<file path="src/rtl/scaled_pixel_packer.sv">
// RGB888 -> RGB565 packer: eight pixels per 128-bit word, tagged with a frame word
// address, buffered in a show-ahead FIFO and drained over valid/ready.

module scaled_pixel_packer_slot (
   input  logic        pixclk_in,
   input  logic        rst_n,
   input  logic        we,
   input  logic        clr,
   input  logic [15:0] d,
   output logic [15:0] q
);
   always_ff @(posedge pixclk_in or negedge rst_n)
      if (!rst_n)   q <= '0;
      else if (we)  q <= d;
      else if (clr) q <= '0;
endmodule

module scaled_pixel_packer #(
   parameter int PIXEL_DATA_WIDTH     = 24,
   parameter int OUT_DATA_WIDTH       = 128,
   parameter int DST_IMAGE_RES_WIDTH  = 320,
   parameter int DST_IMAGE_RES_HEIGHT = 360,
   parameter int FIFO_DEPTH           = 16
) (
   input  logic                        pixclk_in,
   input  logic                        rst_n,
   input  logic                        frame_start,
   input  logic                        de_in,
   input  logic [PIXEL_DATA_WIDTH-1:0] i_pixel,
   output logic [OUT_DATA_WIDTH-1:0]   m_data,
   output logic [15:0]                 m_addr,
   output logic                        m_eof,
   output logic                        m_valid,
   input  logic                        m_ready,
   output logic                        frame_done,
   output logic                        overflow
);
   localparam int NUM_LANES = OUT_DATA_WIDTH / 16;
   localparam int WPL       = (DST_IMAGE_RES_WIDTH + NUM_LANES - 1) / NUM_LANES;
   localparam int CW        = $clog2(DST_IMAGE_RES_WIDTH + 1);
   localparam int LW        = $clog2(DST_IMAGE_RES_HEIGHT);
   localparam int IW        = $clog2(WPL + 1);
   localparam int PW        = $clog2(NUM_LANES);
   localparam int AW        = $clog2(FIFO_DEPTH);
   localparam int EW        = OUT_DATA_WIDTH + 17;

   localparam logic [CW-1:0] LINE_PIX  = CW'(DST_IMAGE_RES_WIDTH);
   localparam logic [LW-1:0] LAST_LINE = LW'(DST_IMAGE_RES_HEIGHT - 1);
   localparam logic [IW-1:0] LAST_WORD = IW'(WPL - 1);
   localparam logic [PW-1:0] LAST_SLOT = PW'(NUM_LANES - 1);
   localparam logic [AW:0]   FULL_CNT  = (AW+1)'(FIFO_DEPTH);

   logic                           de_d;
   logic [PW-1:0]                  pix_cnt, pc_e;
   logic [CW-1:0]                  col_cnt, col_e;
   logic [LW-1:0]                  line_cnt, line_e;
   logic [IW-1:0]                  word_idx, idx_e;
   logic [15:0]                    px565;
   logic                           take, word_full, line_end, flush, slot_clr;
   logic [NUM_LANES-1:0]           slot_we;
   logic [NUM_LANES-1:0][15:0]     slot_q, word_w;
   logic [15:0]                    cur_addr;
   logic                           cur_eof;

   logic                           push_vld, push_eof;
   logic [OUT_DATA_WIDTH-1:0]      push_data;
   logic [15:0]                    push_addr;

   // frame_start zeroes the counters before the same-cycle pixel is placed
   assign pc_e      = frame_start ? '0 : pix_cnt;
   assign col_e     = frame_start ? '0 : col_cnt;
   assign line_e    = frame_start ? '0 : line_cnt;
   assign idx_e     = frame_start ? '0 : word_idx;
   assign px565     = {i_pixel[23:19], i_pixel[15:10], i_pixel[7:3]};
   assign take      = de_in && (col_e < LINE_PIX);
   assign word_full = take && (pc_e == LAST_SLOT);
   assign line_end  = de_d && !de_in && !frame_start && (col_cnt != '0);
   assign flush     = line_end && (pix_cnt != '0);
   assign slot_clr  = frame_start || word_full || line_end;
   assign cur_addr  = 16'(line_e) * 16'(WPL) + 16'(idx_e);
   assign cur_eof   = (line_e == LAST_LINE) && (idx_e == LAST_WORD);

   for (genvar k = 0; k < NUM_LANES; k++) begin : g_lane
      assign slot_we[k] = take && !word_full && (pc_e == PW'(k));
      assign word_w[k]  = (take && pc_e == PW'(k)) ? px565 : slot_q[k];
   end

   scaled_pixel_packer_slot u_slot [NUM_LANES-1:0] (
      .pixclk_in (pixclk_in),
      .rst_n     (rst_n),
      .we        (slot_we),
      .clr       (slot_clr),
      .d         (px565),
      .q         (slot_q)
   );

   always_ff @(posedge pixclk_in or negedge rst_n) begin
      if (!rst_n) begin
         de_d      <= 1'b0;
         pix_cnt   <= '0;
         col_cnt   <= '0;
         line_cnt  <= '0;
         word_idx  <= '0;
         push_vld  <= 1'b0;
         push_data <= '0;
         push_addr <= '0;
         push_eof  <= 1'b0;
      end else begin
         de_d     <= de_in;
         push_vld <= word_full || flush;
         if (word_full || flush) begin
            push_data <= word_full ? word_w : slot_q;
            push_addr <= cur_addr;
            push_eof  <= cur_eof;
         end
         if (take) begin
            col_cnt  <= col_e + 1'b1;
            pix_cnt  <= pc_e + 1'b1;
            line_cnt <= line_e;
            word_idx <= word_full ? idx_e + 1'b1 : idx_e;
         end else if (line_end) begin
            line_cnt <= (line_cnt == LAST_LINE) ? line_cnt : line_cnt + 1'b1;
            col_cnt  <= '0;
            pix_cnt  <= '0;
            word_idx <= '0;
         end else begin
            col_cnt  <= col_e;
            pix_cnt  <= pc_e;
            line_cnt <= line_e;
            word_idx <= idx_e;
         end
      end
   end

   // output FIFO, show-ahead; a push into a full FIFO is accepted only alongside a pop
   logic [EW-1:0] mem [FIFO_DEPTH];
   logic [AW-1:0] wr_ptr, rd_ptr;
   logic [AW:0]   count;
   logic [EW-1:0] head;
   logic          pop, full, wr_en, drop;

   assign m_valid = (count != '0);
   assign full    = (count == FULL_CNT);
   assign pop     = m_valid && m_ready;
   assign wr_en   = push_vld && (!full || pop);
   assign drop    = push_vld && full && !pop;
   assign head    = mem[rd_ptr];
   assign m_data  = m_valid ? head[EW-1:17] : '0;
   assign m_addr  = m_valid ? head[16:1]    : '0;
   assign m_eof   = m_valid && head[0];

   always_ff @(posedge pixclk_in)
      if (wr_en) mem[wr_ptr] <= {push_data, push_addr, push_eof};

   always_ff @(posedge pixclk_in or negedge rst_n) begin
      if (!rst_n) begin
         wr_ptr     <= '0;
         rd_ptr     <= '0;
         count      <= '0;
         overflow   <= 1'b0;
         frame_done <= 1'b0;
      end else begin
         if (wr_en) wr_ptr <= wr_ptr + 1'b1;
         if (pop)   rd_ptr <= rd_ptr + 1'b1;
         case ({wr_en, pop})
            2'b10:   count <= count + 1'b1;
            2'b01:   count <= count - 1'b1;
            default: count <= count;
         endcase
         if (frame_start) overflow <= 1'b0;
         else if (drop)   overflow <= 1'b1;
         frame_done <= pop && m_eof;
      end
   end
endmodule
</file>
<file path="config.mk">
export PLATFORM = sky130hd
export DESIGN_NAME = scaled_pixel_packer
export DESIGN_NICKNAME = d
export VERILOG_FILES = /design/src/rtl/scaled_pixel_packer.sv
export SDC_FILE = /design/constraint.sdc
export NUM_CORES = 2
export LEC_CHECK = 0
export ABC_AREA = 1
export CAP_MARGIN = 20
export CORE_MARGIN = 2
export CORE_UTILIZATION = 45
export CTS_BUF_LIST = sky130_fd_sc_hd__clkbuf_16
export CTS_CLUSTER_SIZE = 10
export DETAILED_ROUTE_END_ITERATION = 7
export PLACE_DENSITY = 0.59
export SLEW_MARGIN = 20
export SYNTH_ARGS = -nofsm -noshare
export SYNTH_HDL_FRONTEND = slang
export SYNTH_SLANG_ARGS = --single-unit
</file>
<file path="constraint.sdc">
create_clock -name pixclk_in -period 8.8 [get_ports pixclk_in]
set_input_delay 1.76 -clock pixclk_in [delete_from_list [all_inputs] [get_ports pixclk_in]]
set_output_delay 1.76 -clock pixclk_in [all_outputs]
set_load 0.005 [all_outputs]
</file>
Word-level counts from Yosys, hierarchy flattened
Memories as Yosys holds them, arrays and structs flattened.
Cells that the tools add are included.

cells by class
  magnitude comparators = 1
  $mul = 1
  equality and inequality tests = 14
  reduce and logical (&&, ||, !) cells = 52
  multiplexer cells = 38
  $add $sub $neg = 9

operator list
  cell                  count
  $mux 16               17
  $mux 128              2
  $mux 9                7
  $logic_and 1x1->1     29
  $mux 6                4
  $reduce_bool 2->1     10
  $add 9x1->9 const B   2
  $eq 9x9->1 const B    2
  $add 15x6->16         1
  $eq 3x3->1 const B    4
  $mul 9x3->12 const B  1
  $pmux 5 s2            1
  $lt 9x9->1 const B    1
  $mux 3                3
  $reduce_bool 9->1     1
  $add 4x1->4 const B   2
  $add 6x1->6 const B   1
  $eq 3x2->1 const B    2
  $eq 6x6->1 const B    1
  $add 5x1->5 const B   1
  $eq 5x5->1 const B    1
  $logic_not 1->1       5
  $reduce_bool 5->1     1
  $sub 5x1->5 const B   1
  9 further kinds       15

word-level totals
  logic and storage cells = 138
  input port bits = 29
  register bits = 317
  memories kept = 1
  bits in writable memories = 2320

memory list
  name  words  bits a word  rd ports  clocked after Yosys merged registers in  write ports  RTL line  source
  mem   16     145          1         0                                        1            136       logic [EW-1:0] mem [FIFO_DEPTH];

Depth between registers and ports, before layout
  depth in word-level cells = 8
  mapped depth = 21
  gate-level depth less buffers = 19

Modules after synthesis
Synthesis repeated with hierarchy kept, for this count alone.

second synthesis, totals
  cell total of the unflattened synthesis = 7997
  area total of the unflattened synthesis = 104435.2 um^2

modules (own cells, without submodules)
  module                    cells an instance  area an instance (um^2)  instances
  scaled_pixel_packer       7453               99360.3                  1
  scaled_pixel_packer_slot  68                 634.4                    8

Worst setup path before layout
Ideal clock, no wire load.

  path kind = in2reg
  from = input m_ready
  to = memory mem[11][0] (netlist bit) (enable)
  library setup time = 652 ps
  arrival = 8400 ps
  data required time = 8148 ps
  slack = -252 ps
  stages = 4
  path through = nor3_1 -> nor2_1 -> nand2_1 -> nor2_1

between the ends
  longest elaborated chain between the ends = 5

ends and longest elaborated chain
  what                          RTL line  source
  start, declared               34        input logic m_ready,
  $logic_and 1x1->1             144       assign pop = m_valid && m_ready;
  $logic_or 1x1->1              145       assign wr_en = push_vld && (!full || pop);
  $logic_and 1x1->1             145
  $mux 1                        153       if (wr_en) mem[wr_ptr] <= {push_data, push_addr, push_eof};
  $mux 1 (not written as such)  153
  end, declared                 136

Every way passes these cells.

Worst setup path after layout
  from = register rd_ptr[0]
  to = output m_eof

between the ends
  longest elaborated chain between the ends = 2

ends and longest elaborated chain
  what                    RTL line  source
  start, declared         137       logic [AW-1:0] wr_ptr, rd_ptr;
  start signal, assigned  164       if (pop) rd_ptr <= rd_ptr + 1'b1;
  $mem_v2 16x145          -
  $logic_and 1x1->1       150       assign m_eof = m_valid && head[0];
  end, declared           32        output logic m_eof,

Every way passes these cells.

==> impl_metrics.tcl <==
set metrics [dict create \
    status "finished, final reports clean" \
    gr-total-overflow 0 \
    cts_root_buffer "clkbuf_16" \
    port_buffers 168 \
    drive_gt1_frac 0.0671 \
    setup_viol 0 \
    layoutNonFillerInstCount 11096 \
    critPathKind "flip-flop to primary output" \
    endpoint_kind "primary output" \
    critPathTopFamily "buffers and inverters" \
    num-nets-final 7977 \
    async_reset_ff_frac 0.120 \
    leakage_nw 39.9 \
    cts_setup_buffers 0 \
    areaGrowthSynthToFinish_pct 12.6 \
    synth-main-ff-cell "edfxtp_1" \
    ctsResizeCount 0 \
    postRouteAntennaNets 0 \
    reg2reg_from "rd_ptr[0]" \
    syn_area_um2 104000 \
    antenna_found_initial 14 \
    cts.clk_slew.worst_paths_ns 0.05 \
    grt_usage 0.240 \
    cts_buffers 318 \
    worstSkewPairLatency_ns 0.94 \
    clock_sinks 2637 \
    synth-seq-cells 2637 \
    ir_drop_uv 283 \
    seq_area_frac_synth 0.746 \
    drc 0 \
    wl_per_cell_um 26.0 \
    critPathArrivalTime_ns 5.40 \
    yosys_warnings 0 \
    yosysTopAreaCell "edfxtp_1" \
    viasPerCell 6.02 \
    grt_pass1_vias 65242 \
    synth_area_per_cell_um2 13.2 \
    min_period_over_period 0.814 \
    syn_inst 7899 \
    ios 177 \
    powerDensity_nw_per_um2 313 \
    die_h_um 485 \
    clockBufferDepth 4 \
    startpoint "rd_ptr[0]" \
    coreArea_um2 230000 \
    start_util 0.453 \
    dieArea_um2 235000 \
    cp_data_required_time_ns 7.04 \
    slowest_delay_ns 0.97 \
    fillers 19373 \
    dr.pass1.iters 6 \
    slew_violations 0 \
    syn_nets 7960 \
    path_cells "buf_4, buf_4, o21ai_0, o221ai_1, nand3_1, nand2_1, inv_1, nor2_1, clkdlybuf4s50_1" \
    grt_first_pass_wirelength_mm 425 \
    min_path_type "flip-flop to flip-flop" \
    tightestPinTransition_ns 1.14 \
    placed_cells 10622 \
    grt_max_degree 241 \
    h-tree-depth 5 \
    worstHoldStart "u_slot[7].q[10]" \
    place.gp.congestion 0.799 \
    slew_headroom 0.241 \
    min_period_ns 7.16 \
    tns_ns 0 \
    cap_violations 0 \
    cp_max_fo 110 \
    critPathSlowestCell "buf_4" \
    synthTopCellsByArea "edfxtp_1 67%, dfrtp_1 7.6%, o21ai_0 6.0%, nor2_1 4.6%, o221ai_1 3.5%" \
    synth_top_area_share 0.669 \
    rows 176 \
    vias 66772 \
    drt-initial-drc-count 7509 \
    place_hpwl_mm 136 \
    synth_edf_count 2320 \
    cts_tree "done" \
    hold_viol 0 \
    crit_top_cell "buf_4" \
    rsz0062_at_grt "no" \
    startpoint_type "flip-flop" \
    synthDistinctLibCells 44 \
    ctsHoldBuffers 0 \
    crit_buf_inv 4 \
    die_x_um 485 \
    fin_skew_ns 0.0722 \
    max_freq_ghz 0.140 \
    routed_wl_mm 288 \
]
[per-stage QoR]
| step | setup WS (ns) | total power, mW | utilization | cell area [µm²] | hold WS (ns) |
|---|---|---|---|---|---|
| floorplan | -0.252 | 20.9 | - | 104000 | 0.457 |
| global placement | 2.60 | 25.4 | 0.471 | 108000 | 0.468 |
| detailed placement | 2.54 | 25.6 | 0.471 | 108000 | 0.475 |
| CTS | 1.56 | 36.9 | 0.509 | 117000 | 0.488 |
| global route | 1.29 | 38.4 | 0.510 | 117000 | 0.518 |
| finish | 1.64 | 36.7 | 0.510 | 117000 | 0.486 |
[power breakdown]
group | total (mW) | internal [mW] | switching (mW)
Sequential | 14.5 | 14.0 | 0.499
Combinational | 10.9 | 3.70 | 7.20
Clock | 11.3 | 6.62 | 4.72
[path summary, 6_finish.rpt]
kind,end,slack [ns],cells past startpoint
setup reg to reg,frame_done,4.95,8
min in group asynchronous,push_data[88],0.75,1
max in group asynchronous,push_data[23],5.98,3
hold / removal,u_slot[7].q[10],0.49,2
setup / recovery,m_eof,1.64,9
hold reg to reg,u_slot[7].q[10],0.49,2
[cells by family after synthesis]
logic type,Yosys count,synth area share
AOI/OAI and AO/OA,2361,0.138
xor gates and xnor gates,18,0.00151
DFF,2637,0.746
buffers and inverters,816,0.0333
and+or+nand+nor,2033,0.0771
muxes,2,0.000204
adders and majority gates,32,0.00399
[metal layers]
| metal | wire length (µm) | share of wire | global-route usage |
|---|---|---|---|
| met2 | 136000 | 0.47 | 0.387 |
| met3 | 21500 | 0.074 | 0.0389 |
| met1 | 123000 | 0.43 | 0.338 |
| met4 | 7260 | 0.025 | 0.0712 |
| met5 | 27 | 0.000094 | 0 |
[state kept, by name (all words and copies together) (netlist names)]
name        cells
push_eof        1
pix_cnt         3
rd_ptr          4
count           5
line_cnt        9
u_slot.q      128
mem          2320
overflow        1
wr_ptr          4
push_vld        1
de_d            1
frame_done      1
push_data     128
push_addr      16
word_idx        6
col_cnt         9
[worst min-delay path: stages, from the launching register on]
cell	delay, ns
dfrtp_1	0.31
inv_1	0.04
nor2_1	0.09
[Yosys cell counts, drive strengths merged (13+ instances only)]
| library cell | n |
|---|---|
| edfxtp | 2320 |
| o21ai | 1334 |
| nor2 | 1270 |
| nand2 | 537 |
| o221ai | 417 |
| clkbuf | 362 |
| dfrtp | 317 |
| o22ai | 277 |
| inv | 227 |
| buf | 210 |
| nand3 | 205 |
| o211ai | 164 |
| a21oi | 162 |
| ha | 30 |
| clkinv | 17 |
| xor2 | 13 |
[final cells by class]
cell class,count,area [µm²],area share
clock buffers,324,8110,0.0692
inverters,244,972,0.00830
flip-flops and latches,2637,77600,0.663
multi-input cells,4446,23100,0.197
clock inverters,142,686,0.00585
diodes,8,20.0,0.000171
repair buffers,269,2820,0.0241
well taps,3026,3790,0.0323
[placed cells by master (no fill, tap or decap), types with 4 or more instances in the layout]
cell	count
nand3_1	205
o22ai_2	37
o21ai_0	1255
clkinv_1	19
nand2_1	518
a21oi_1	162
o211ai_1	164
inv_2	9
o22ai_1	240
diode_2	8
inv_6	6
inv_1	337
ha_1	30
nor2_2	4
clkbuf_16	324
nor2_4	18
dfrtp_4	4
inv_8	5
dfrtp_1	313
buf_12	30
nand4_1	9
xnor2_1	5
xor2_1	13
nand2_2	17
nor3_1	9
o21ai_1	79
o221ai_1	417
clkdlybuf4s50_1	167
edfxtp_1	2320
buf_4	71
nor2_1	1247
Note: power is estimated with default switching activity, not from simulation.
